<file path="src/rtl/pong_pkg.sv">
// pong_pkg: shared definitions for the Pong match sequencer slice.
//   - match FSM state encoding (also exported on the debug state port)
//   - screen limits used by the paddle/ball blocks
//   - score, frame-counter and move-divider widths
//   - saturating score increment helper
package pong_pkg;

  typedef enum logic [2:0] {
    ST_IDLE  = 3'd0,
    ST_SERVE = 3'd1,
    ST_PLAY  = 3'd2,
    ST_POINT = 3'd3,
    ST_OVER  = 3'd4
  } state_t;

  localparam int MAX_H   = 320;
  localparam int MAX_V   = 240;
  localparam int SCORE_W = 4;
  localparam int CNT_W   = 16;
  localparam int DIV_W   = 4;

  // Scores stick at all-ones instead of wrapping back to zero.
  function automatic logic [SCORE_W-1:0] score_inc(input logic [SCORE_W-1:0] s);
    return (s == '1) ? s : s + SCORE_W'(1);
  endfunction

endpackage

</file>
<file path="src/rtl/pong_frame_timer.sv">
// pong_frame_timer: loadable frame down-counter shared by the serve and
// point-pause delays.
// Ports:
//   clock, reset   system clock, synchronous active-high reset
//   i_load         load i_load_val (takes priority over a tick)
//   i_load_val     number of frame ticks to wait
//   i_tick         one-cycle frame pulse; decrements the count
//   o_done         high on the tick that brings the count to zero
module pong_frame_timer
  import pong_pkg::*;
(
  input  logic             clock,
  input  logic             reset,
  input  logic             i_load,
  input  logic [CNT_W-1:0] i_load_val,
  input  logic             i_tick,
  output logic             o_done
);

  logic [CNT_W-1:0] r_count;

  always_ff @(posedge clock) begin
    if (reset) begin
      r_count <= '0;
    end else if (i_load) begin
      r_count <= i_load_val;
    end else if (i_tick && (r_count != '0)) begin
      r_count <= r_count - CNT_W'(1);
    end
  end

  // Flags the final tick itself so the owner can act on the same edge.
  assign o_done = i_tick && (r_count <= CNT_W'(1));

endmodule

</file>
<file path="src/rtl/pong_match_ctrl.sv">
// pong_match_ctrl: match sequencer for Pong. Rate-limits paddle buttons into
// one-cycle move requests, holds/launches the ball, keeps scores and walks
// the match through IDLE, SERVE, PLAY, POINT and OVER.
// Ports:
//   clock, reset                 system clock, synchronous active-high reset
//   i_frame_tick                 one-cycle pulse per video frame
//   i_start                      start button (level)
//   i_btn_{up,down}_{l,r}        paddle buttons (level)
//   i_ball_miss_{l,r}            ball passed left/right edge (pulse)
//   o_paddle_reset, o_ball_reset paddle / ball block resets
//   o_ball_launch                one-cycle launch pulse
//   o_serve_dir                  0 = serve left, 1 = serve right
//   o_{up,down}_{l,r}            one-cycle paddle move requests
//   o_score_l, o_score_r         scores
//   o_winner_valid, o_winner     match result (0 = left won)
//   o_state                      encoded FSM state
// All outputs are registered.
module pong_match_ctrl
  import pong_pkg::*;
#(
  parameter int SERVE_FRAMES = 60,
  parameter int POINT_FRAMES = 90,
  parameter int WIN_SCORE    = 7,
  parameter int MOVE_DIV     = 1
) (
  input  logic               clock,
  input  logic               reset,
  input  logic               i_frame_tick,
  input  logic               i_start,
  input  logic               i_btn_up_l,
  input  logic               i_btn_down_l,
  input  logic               i_btn_up_r,
  input  logic               i_btn_down_r,
  input  logic               i_ball_miss_l,
  input  logic               i_ball_miss_r,
  output logic               o_paddle_reset,
  output logic               o_ball_reset,
  output logic               o_ball_launch,
  output logic               o_serve_dir,
  output logic               o_up_l,
  output logic               o_down_l,
  output logic               o_up_r,
  output logic               o_down_r,
  output logic [SCORE_W-1:0] o_score_l,
  output logic [SCORE_W-1:0] o_score_r,
  output logic               o_winner_valid,
  output logic               o_winner,
  output logic [2:0]         o_state
);

  localparam logic [SCORE_W-1:0] WIN_VAL = SCORE_W'(WIN_SCORE);

  state_t             r_state, w_state_next;
  logic [SCORE_W-1:0] r_score_l, r_score_r, w_score_l_next, w_score_r_next;
  logic [DIV_W-1:0]   r_div, w_div_next;
  logic               r_paddle_reset, r_ball_reset, r_ball_launch, r_serve_dir;
  logic               r_up_l, r_down_l, r_up_r, r_down_r;
  logic               r_winner_valid, r_winner;
  logic               w_paddle_reset_next, w_ball_launch_next, w_serve_dir_next;
  logic               w_winner_next, w_move_en, w_div_wrap, w_miss_play;
  logic               w_timer_load, w_timer_done;
  logic [CNT_W-1:0]   w_timer_val;

  pong_frame_timer u_timer (
    .clock      (clock),
    .reset      (reset),
    .i_load     (w_timer_load),
    .i_load_val (w_timer_val),
    .i_tick     (i_frame_tick),
    .o_done     (w_timer_done)
  );

  always_ff @(posedge clock) begin
    if (reset) begin
      r_state        <= ST_IDLE;
      r_score_l      <= '0;
      r_score_r      <= '0;
      r_div          <= '0;
      r_paddle_reset <= 1'b1;
      r_ball_reset   <= 1'b1;
      r_ball_launch  <= 1'b0;
      r_serve_dir    <= 1'b1;
      r_up_l         <= 1'b0;
      r_down_l       <= 1'b0;
      r_up_r         <= 1'b0;
      r_down_r       <= 1'b0;
      r_winner_valid <= 1'b0;
      r_winner       <= 1'b0;
    end else begin
      r_state        <= w_state_next;
      r_score_l      <= w_score_l_next;
      r_score_r      <= w_score_r_next;
      r_div          <= w_div_next;
      r_paddle_reset <= w_paddle_reset_next;
      r_ball_reset   <= (w_state_next != ST_PLAY);
      r_ball_launch  <= w_ball_launch_next;
      r_serve_dir    <= w_serve_dir_next;
      r_up_l         <= w_move_en & i_btn_up_l & ~i_btn_down_l;
      r_down_l       <= w_move_en & i_btn_down_l & ~i_btn_up_l;
      r_up_r         <= w_move_en & i_btn_up_r & ~i_btn_down_r;
      r_down_r       <= w_move_en & i_btn_down_r & ~i_btn_up_r;
      r_winner_valid <= (w_state_next == ST_OVER);
      r_winner       <= w_winner_next;
    end
  end

  always_comb begin
    w_state_next       = r_state;
    w_score_l_next     = r_score_l;
    w_score_r_next     = r_score_r;
    w_serve_dir_next   = r_serve_dir;
    w_winner_next      = r_winner;
    w_ball_launch_next = 1'b0;
    w_miss_play        = 1'b0;
    w_timer_load       = 1'b0;
    w_timer_val        = CNT_W'(SERVE_FRAMES);

    // Free-running divider: moves are granted on every MOVE_DIV-th tick.
    w_div_wrap = (r_div == DIV_W'(MOVE_DIV - 1));
    w_div_next = r_div;
    if (i_frame_tick) begin
      w_div_next = w_div_wrap ? '0 : r_div + DIV_W'(1);
    end
    w_move_en = i_frame_tick & w_div_wrap &
                ((r_state == ST_SERVE) || (r_state == ST_PLAY));

    case (r_state)
      ST_IDLE, ST_OVER: begin
        if (i_start) begin
          w_state_next   = ST_SERVE;
          w_score_l_next = '0;
          w_score_r_next = '0;
          w_timer_load   = 1'b1;
        end
      end
      ST_SERVE: begin
        if (w_timer_done) begin
          w_state_next       = ST_PLAY;
          w_ball_launch_next = 1'b1;
        end
      end
      ST_PLAY: begin
        if (i_ball_miss_l || i_ball_miss_r) begin
          w_miss_play  = 1'b1;
          w_state_next = ST_POINT;
          w_timer_load = 1'b1;
          w_timer_val  = CNT_W'(POINT_FRAMES);
          // A simultaneous double miss is a void rally.
          if (i_ball_miss_l && !i_ball_miss_r) begin
            w_score_r_next   = score_inc(r_score_r);
            w_serve_dir_next = 1'b0;
          end else if (i_ball_miss_r && !i_ball_miss_l) begin
            w_score_l_next   = score_inc(r_score_l);
            w_serve_dir_next = 1'b1;
          end
        end
      end
      ST_POINT: begin
        if (w_timer_done) begin
          if ((r_score_l == WIN_VAL) || (r_score_r == WIN_VAL)) begin
            w_state_next  = ST_OVER;
            w_winner_next = (r_score_r == WIN_VAL);
          end else begin
            w_state_next = ST_SERVE;
            w_timer_load = 1'b1;
          end
        end
      end
      default: w_state_next = ST_IDLE;
    endcase

    w_paddle_reset_next = (w_state_next == ST_IDLE) || (w_state_next == ST_OVER) ||
                          w_miss_play;
  end

  assign o_state        = r_state;
  assign o_score_l      = r_score_l;
  assign o_score_r      = r_score_r;
  assign o_paddle_reset = r_paddle_reset;
  assign o_ball_reset   = r_ball_reset;
  assign o_ball_launch  = r_ball_launch;
  assign o_serve_dir    = r_serve_dir;
  assign o_up_l         = r_up_l;
  assign o_down_l       = r_down_l;
  assign o_up_r         = r_up_r;
  assign o_down_r       = r_down_r;
  assign o_winner_valid = r_winner_valid;
  assign o_winner       = r_winner;

endmodule

</file>
<file path="config.mk">
export PLATFORM = sky130hd
export DESIGN_NAME = pong_match_ctrl
export DESIGN_NICKNAME = d
export VERILOG_FILES = /design/src/rtl/pong_pkg.sv /design/src/rtl/pong_frame_timer.sv /design/src/rtl/pong_match_ctrl.sv
export SDC_FILE = /design/constraint.sdc
export NUM_CORES = 1
export LEC_CHECK = 0
export CORE_AREA = 2 2 67 69
export CTS_BUF_LIST = sky130_fd_sc_hd__clkbuf_4 sky130_fd_sc_hd__clkbuf_8 sky130_fd_sc_hd__clkbuf_16
export DETAILED_ROUTE_END_ITERATION = 8
export DIE_AREA = 0 0 69 71
export PLACE_DENSITY = 0.76
export SKIP_CTS_REPAIR_TIMING = 1
export SYNTH_ARGS = -nofsm -noshare
export SYNTH_HDL_FRONTEND = slang
export SYNTH_SLANG_ARGS = --single-unit
</file>
<file path="constraint.sdc">
create_clock -name clock -period 5.95 [get_ports clock]
set_input_delay 1.19 -clock clock [delete_from_list [all_inputs] [get_ports clock]]
set_output_delay 1.19 -clock clock [all_outputs]
set_load 0.01 [all_outputs]
</file>
### Word-level counts from Yosys, hierarchy flattened

Index checks and enable logic that the tools add are counted.

| word-level totals | value |
|---|---|
| input bits | 10 |
| word-level logic and storage cells | 106 |
| bits in registers | 41 |

| operators by class | value |
|---|---|
| magnitude comparators | 1 |
| bitwise logic cells | 15 |
| $add $sub $neg | 4 |
| equal/unequal tests | 17 |
| multiplexer cells | 30 |
| reductions and logical operators | 24 |

Operator list:

| kind | count |
|---|---|
| $mux 4 | 9 |
| $mux 16 | 2 |
| $le 16x1->1 const B | 1 |
| $pmux 4 s2 | 2 |
| $reduce_bool 16->1 | 1 |
| $sub 16x1->16 const B | 1 |
| $mux 3 | 5 |
| $mux 7 | 2 |
| $add 4x1->4 const B | 3 |
| $pmux 3 s4 | 1 |
| $and 1x1->1 | 10 |
| $eq 4x3->1 const B | 2 |
| $eq 4x4->1 const B | 2 |
| $mux 1 | 8 |
| $ne 2x2->1 const B | 4 |
| $eq 3x2->1 const B | 2 |
| $eq 3x3->1 const B | 2 |
| $logic_not 3->1 | 2 |
| $ne 2x1->1 const B | 3 |
| $reduce_and 3->1 | 2 |
| $reduce_and 6->1 | 1 |
| $reduce_bool 2->1 | 3 |
| $logic_or 1x1->1 | 5 |
| $not 1->1 | 5 |
| other kinds (8) | 13 |

### Depth between registers and ports, before layout

| logic depth | value |
|---|---|
| depth in word-level cells | 8 |
| depth in mapped cells | 8 |

### Hierarchy

A second synthesis with hierarchy kept.

| unflattened totals | value |
|---|---|
| cell total of the unflattened synthesis | 250 |
| area total of the unflattened synthesis | 2168.3 um2 |

Modules (own cells, without submodules):

| module | area an instance (um2) | times used | cells an instance |
|---|---|---|---|
| pong_match_ctrl | 1189.9 | 1 | 134 |
| pong_frame_timer | 978.4 | 1 | 116 |

### Worst setup path before layout

No wires, ideal clock.

| timing path | value |
|---|---|
| kind | in2reg |
| from | in i_ball_miss_l |
| to | reg r_score_r[3], in the netlist o_score_r[3] |
| setup time | 118 ps |
| data arrival time | 2754 ps |
| buffers on the path | 1 |
| path slack | 3078 ps |
| required time | 5832 ps |
| stages | 8 |
| cells stage by stage | inv_1 -> ha_1 -> or4b_1 -> buf_2 -> o31ai_2 -> nand4_1 -> xor2_1 -> nor2_1 |

| on the way | value |
|---|---|
| word-level cells in the longest chain between the ends | 3 |
| elaborated cells on any way between the ends | 5 |
| those cells by class | 2 x eq/ne; 3 x reduce/logical |

RTL lines:

| item | RTL line | source |
|---|---|---|
| start, declared | pong_match_ctrl.sv:34 | `input logic i_ball_miss_l,` |
| $logic_and 1x1->1 or $logic_or 1x1->1 (tied branches) | pong_match_ctrl.sv:149, pong_match_ctrl.sv:143 |  |
| $ne 2x1->1 (no line) | -- |  |
| $reduce_and 5->1 (no line) (*) | -- |  |
| end signal, assigned | pong_match_ctrl.sv:92 | `r_score_r <= w_score_r_next;` |
| end, declared | pong_match_ctrl.sv:54 | `logic [SCORE_W-1:0] r_score_l, r_score_r, w_score_l_next, w_score_r_next;` |

Mark *: on every way between the ends. The rest lies on a longest branch, timed or not.
A chain may end at the register's enable or synchronous reset.

### Final worst setup path

Same ends and word-level chain as after synthesis.

==> flow_metrics.py <==
metrics = {
    "final_layout": {
        "nets": 271,
        "fin_util": 0.608,
        "fill_cells": 379,
        "seq_area_sq_um": 821,
        "area_growth_pct": 20.6,
        "multi_input_area_sq_um": 1220,
        "drive_gt1_frac": 0.123,
        "antenna_cells": 0,
        "mostFrequentLayoutCells": "dfxtp_1 (41), clkdlybuf4s50_1 (30), nor2_1 (20)",
        "layout_commonest_cell": "dfxtp_1",
    },
    "synthesis": {
        "synth_top_area_share": 0.387,
        "syn_nets": 242,
        "postSynthAreaPerCell_sq_um": 9.55,
        "yosysWarningCount": 0,
        "ys_seq_area_frac": 0.387,
        "ys_ff_latch": 41,
        "syn_inst": 222,
        "synth_edf_count": 0,
        "ys_async_sr_fraction": 0,
        "ys_top_cells_by_area": "dfxtp_1 (39%), ha_1 (5.9%), xor2_1 (4.1%)",
        "ys.flop_type": "dfxtp_1",
        "synth.largest_area_cell": "dfxtp_1",
        "syn_area_sq_um": 2120,
        "synth_cell_type_count": 53,
    },
    "routing": {
        "wl_per_cell_microns": 14.1,
        "drt_first_iter_violations": 82,
        "drc": 0,
        "totalWireLength_microns": 4290,
        "first_pass_iters": 4,
        "vias_per_cell": 5.64,
        "vias": 1714,
        "ant_nets": 0,
    },
    "sta": {
        "timing.setup.tns_ns": 0,
        "final_hold_viol_count": 0,
        "fmax_mhz": 309,
        "drv_slew": 0,
        "tightest_slew_ns": 0.704,
        "rsz0062_at_grt": "no",
        "period_needed_ns": 3.24,
        "setup_viol": 0,
        "finalCritPeriodShare": 0.544,
        "slew_headroom": 0.529,
        "fin_skew_ns": 0.0111,
    },
    "power": {
        "p_leak_uw": 0.000923,
        "powerDensity_nw_per_um2": 293,
        "max-vdd-ir-drop_uv": 148,
    },
    "clock_network": {
        "clock_sinks": 41,
        "cts.path.max_buffers": 2,
        "clk_pin_slew_ns": 0.08,
        "htree_levels": 2,
        "numCtsBuffers": 5,
        "clk_latency_ns": 0.30,
        "clockRootBuffer": "clkbuf_8",
        "cts_tree": "yes",
    },
    "floorplanning": {
        "ios": 31,
        "fp.dieH_microns": 71,
        "core_sq_um": 4200,
        "die_w_microns": 69,
        "dieArea_sq_um": 4900,
        "row_count": 24,
        "initial_utilization": 0.504,
    },
    "placement": {
        "gp_congestion": 0.802,
        "place_hpwl_microns": 3110,
        "io_buffer_count": 30,
    },
    "critical_path": {
        "r2r_setup_slack_ns": 3.59,
        "crit_arrival_ns": 3.44,
        "required_ns": 6.15,
        "crit_slowest_cell": "or4b_1",
        "crit_chain": "clkdlybuf4s50_1 -> inv_1 -> ha_1 -> or4b_1 -> o31ai_2 -> nand4_1 -> xor2_1 -> nor2_1",
        "worstPathMaxFanout": 7,
        "critPathLaunchType": "primary input",
        "cp_slowest_stage_delay_ns": 0.64,
        "cp-end-kind": "flop",
        "critical_path_class": "primary input to flop",
    },
    "min_path": {
        "hold_path_class": "flop to flop",
    },
    "global_routing": {
        "antenna_found_initial": 0,
        "grt_overflow_total": 0,
        "grt_max_degree": 22,
        "grt_pass1_vias": 1581,
        "grt_pass1_wl_microns": 7180,
        "grtUsageTotal": 0.182,
    },
    "job": {
        "maxCapViolCount": 0,
    },
    "outcome": {
        "status": "completed",
    },
}
-- routing by layer --
metal	global-route usage	routed length (microns)	vias up
li1	-	-	867
met1	0.229	2050	804
met2	0.306	2010	37
met3	0.0470	166	6
met4	0.0610	55	0
met5	0	0	-
-- path summary, 6_finish.rpt --
path	start	end	cells after the start
setup / recovery	i_ball_miss_l	o_score_r[3]	8
hold / removal	o_serve_dir	o_serve_dir	1
setup reg to reg	u_timer.r_count[0]	u_timer.r_count[6]	7
hold reg to reg	o_serve_dir	o_serve_dir	1
-- through the flow --
stage / hold WS, ns / power (uW) / setup slack [ns] / area, sq um / std cells
6_report: 0.467 / 750 / 2.71 / 2560 / 304
3_3_place_gp: 0.446 / 517 / 2.46 / 2440 / 296
3_5_place_dp: 0.461 / 519 / 2.39 / 2440 / 296
5_1_grt: 0.487 / 789 / 2.58 / 2560 / 304
2_1_floorplan: 0.451 / 481 / 3.08 / 2120 / 222
4_1_cts: 0.479 / 756 / 2.71 / 2560 / 304
-- power breakdown --
group / internal (uW) / total, uW / switching (uW)
Combinational: 87.6 / 194 / 106
Clock: 136 / 237 / 100
Sequential: 295 / 320 / 25.3
Total: 519 / 750 / 232
-- critical path: cells and delay by family --
kind | cells | cell delay (ns)
compound gates | 1 | 0.46
buf+inv | 2 | 0.55
simple gates | 3 | 0.85
xor+xnor | 1 | 0.14
fa+ha+maj | 1 | 0.23
-- synth_stat cells (3+ instances only) --
cell type / n
dfxtp_1: 41
nor2_1: 20
a21oi_1: 12
ha_1: 10
xor2_1: 10
nand2_1: 9
inv_1: 8
o31ai_1: 7
or4_1: 7
nand3_1: 6
nor3b_1: 6
o21ai_0: 5
or3_1: 5
a31oi_1: 4
or4_4: 4
xnor2_1: 4
buf_2: 3
clkbuf_1: 3
mux2i_1: 3
nand2b_1: 3
nand3_2: 3
nand3b_1: 3
o21ai_1: 3
or2_2: 3
-- kinds of logic after synthesis --
family | count (synthesis) | synth area share
buffers and inverters | 16 | 0.0372
AND/OR/NAND/NOR | 94 | 0.296
multiplexers | 3 | 0.0142
adder cells (fa/ha/maj) | 10 | 0.0590
XOR/XNOR | 14 | 0.0578
AO/OA/AOI/OAI | 44 | 0.149
flip-flops | 41 | 0.387
-- layout make-up --
type                            instances  share of cell area
Clock buffer                            6              0.0323
Clock inverter                          2              0.0147
Inverter                                8              0.0117
Multi-Input combinational cell        165               0.477
Sequential cell                        41               0.321
Tap cell                               52              0.0254
Timing Repair Buffer                   30               0.117
-- registers in the layout (all words and copies together) (netlist names), 3 cells and up --
signal / flops
u_timer.r_count: 16
o_score_l: 4
o_score_r: 4
r_div: 4
o_state: 3
(Power assumes the default switching activity.)
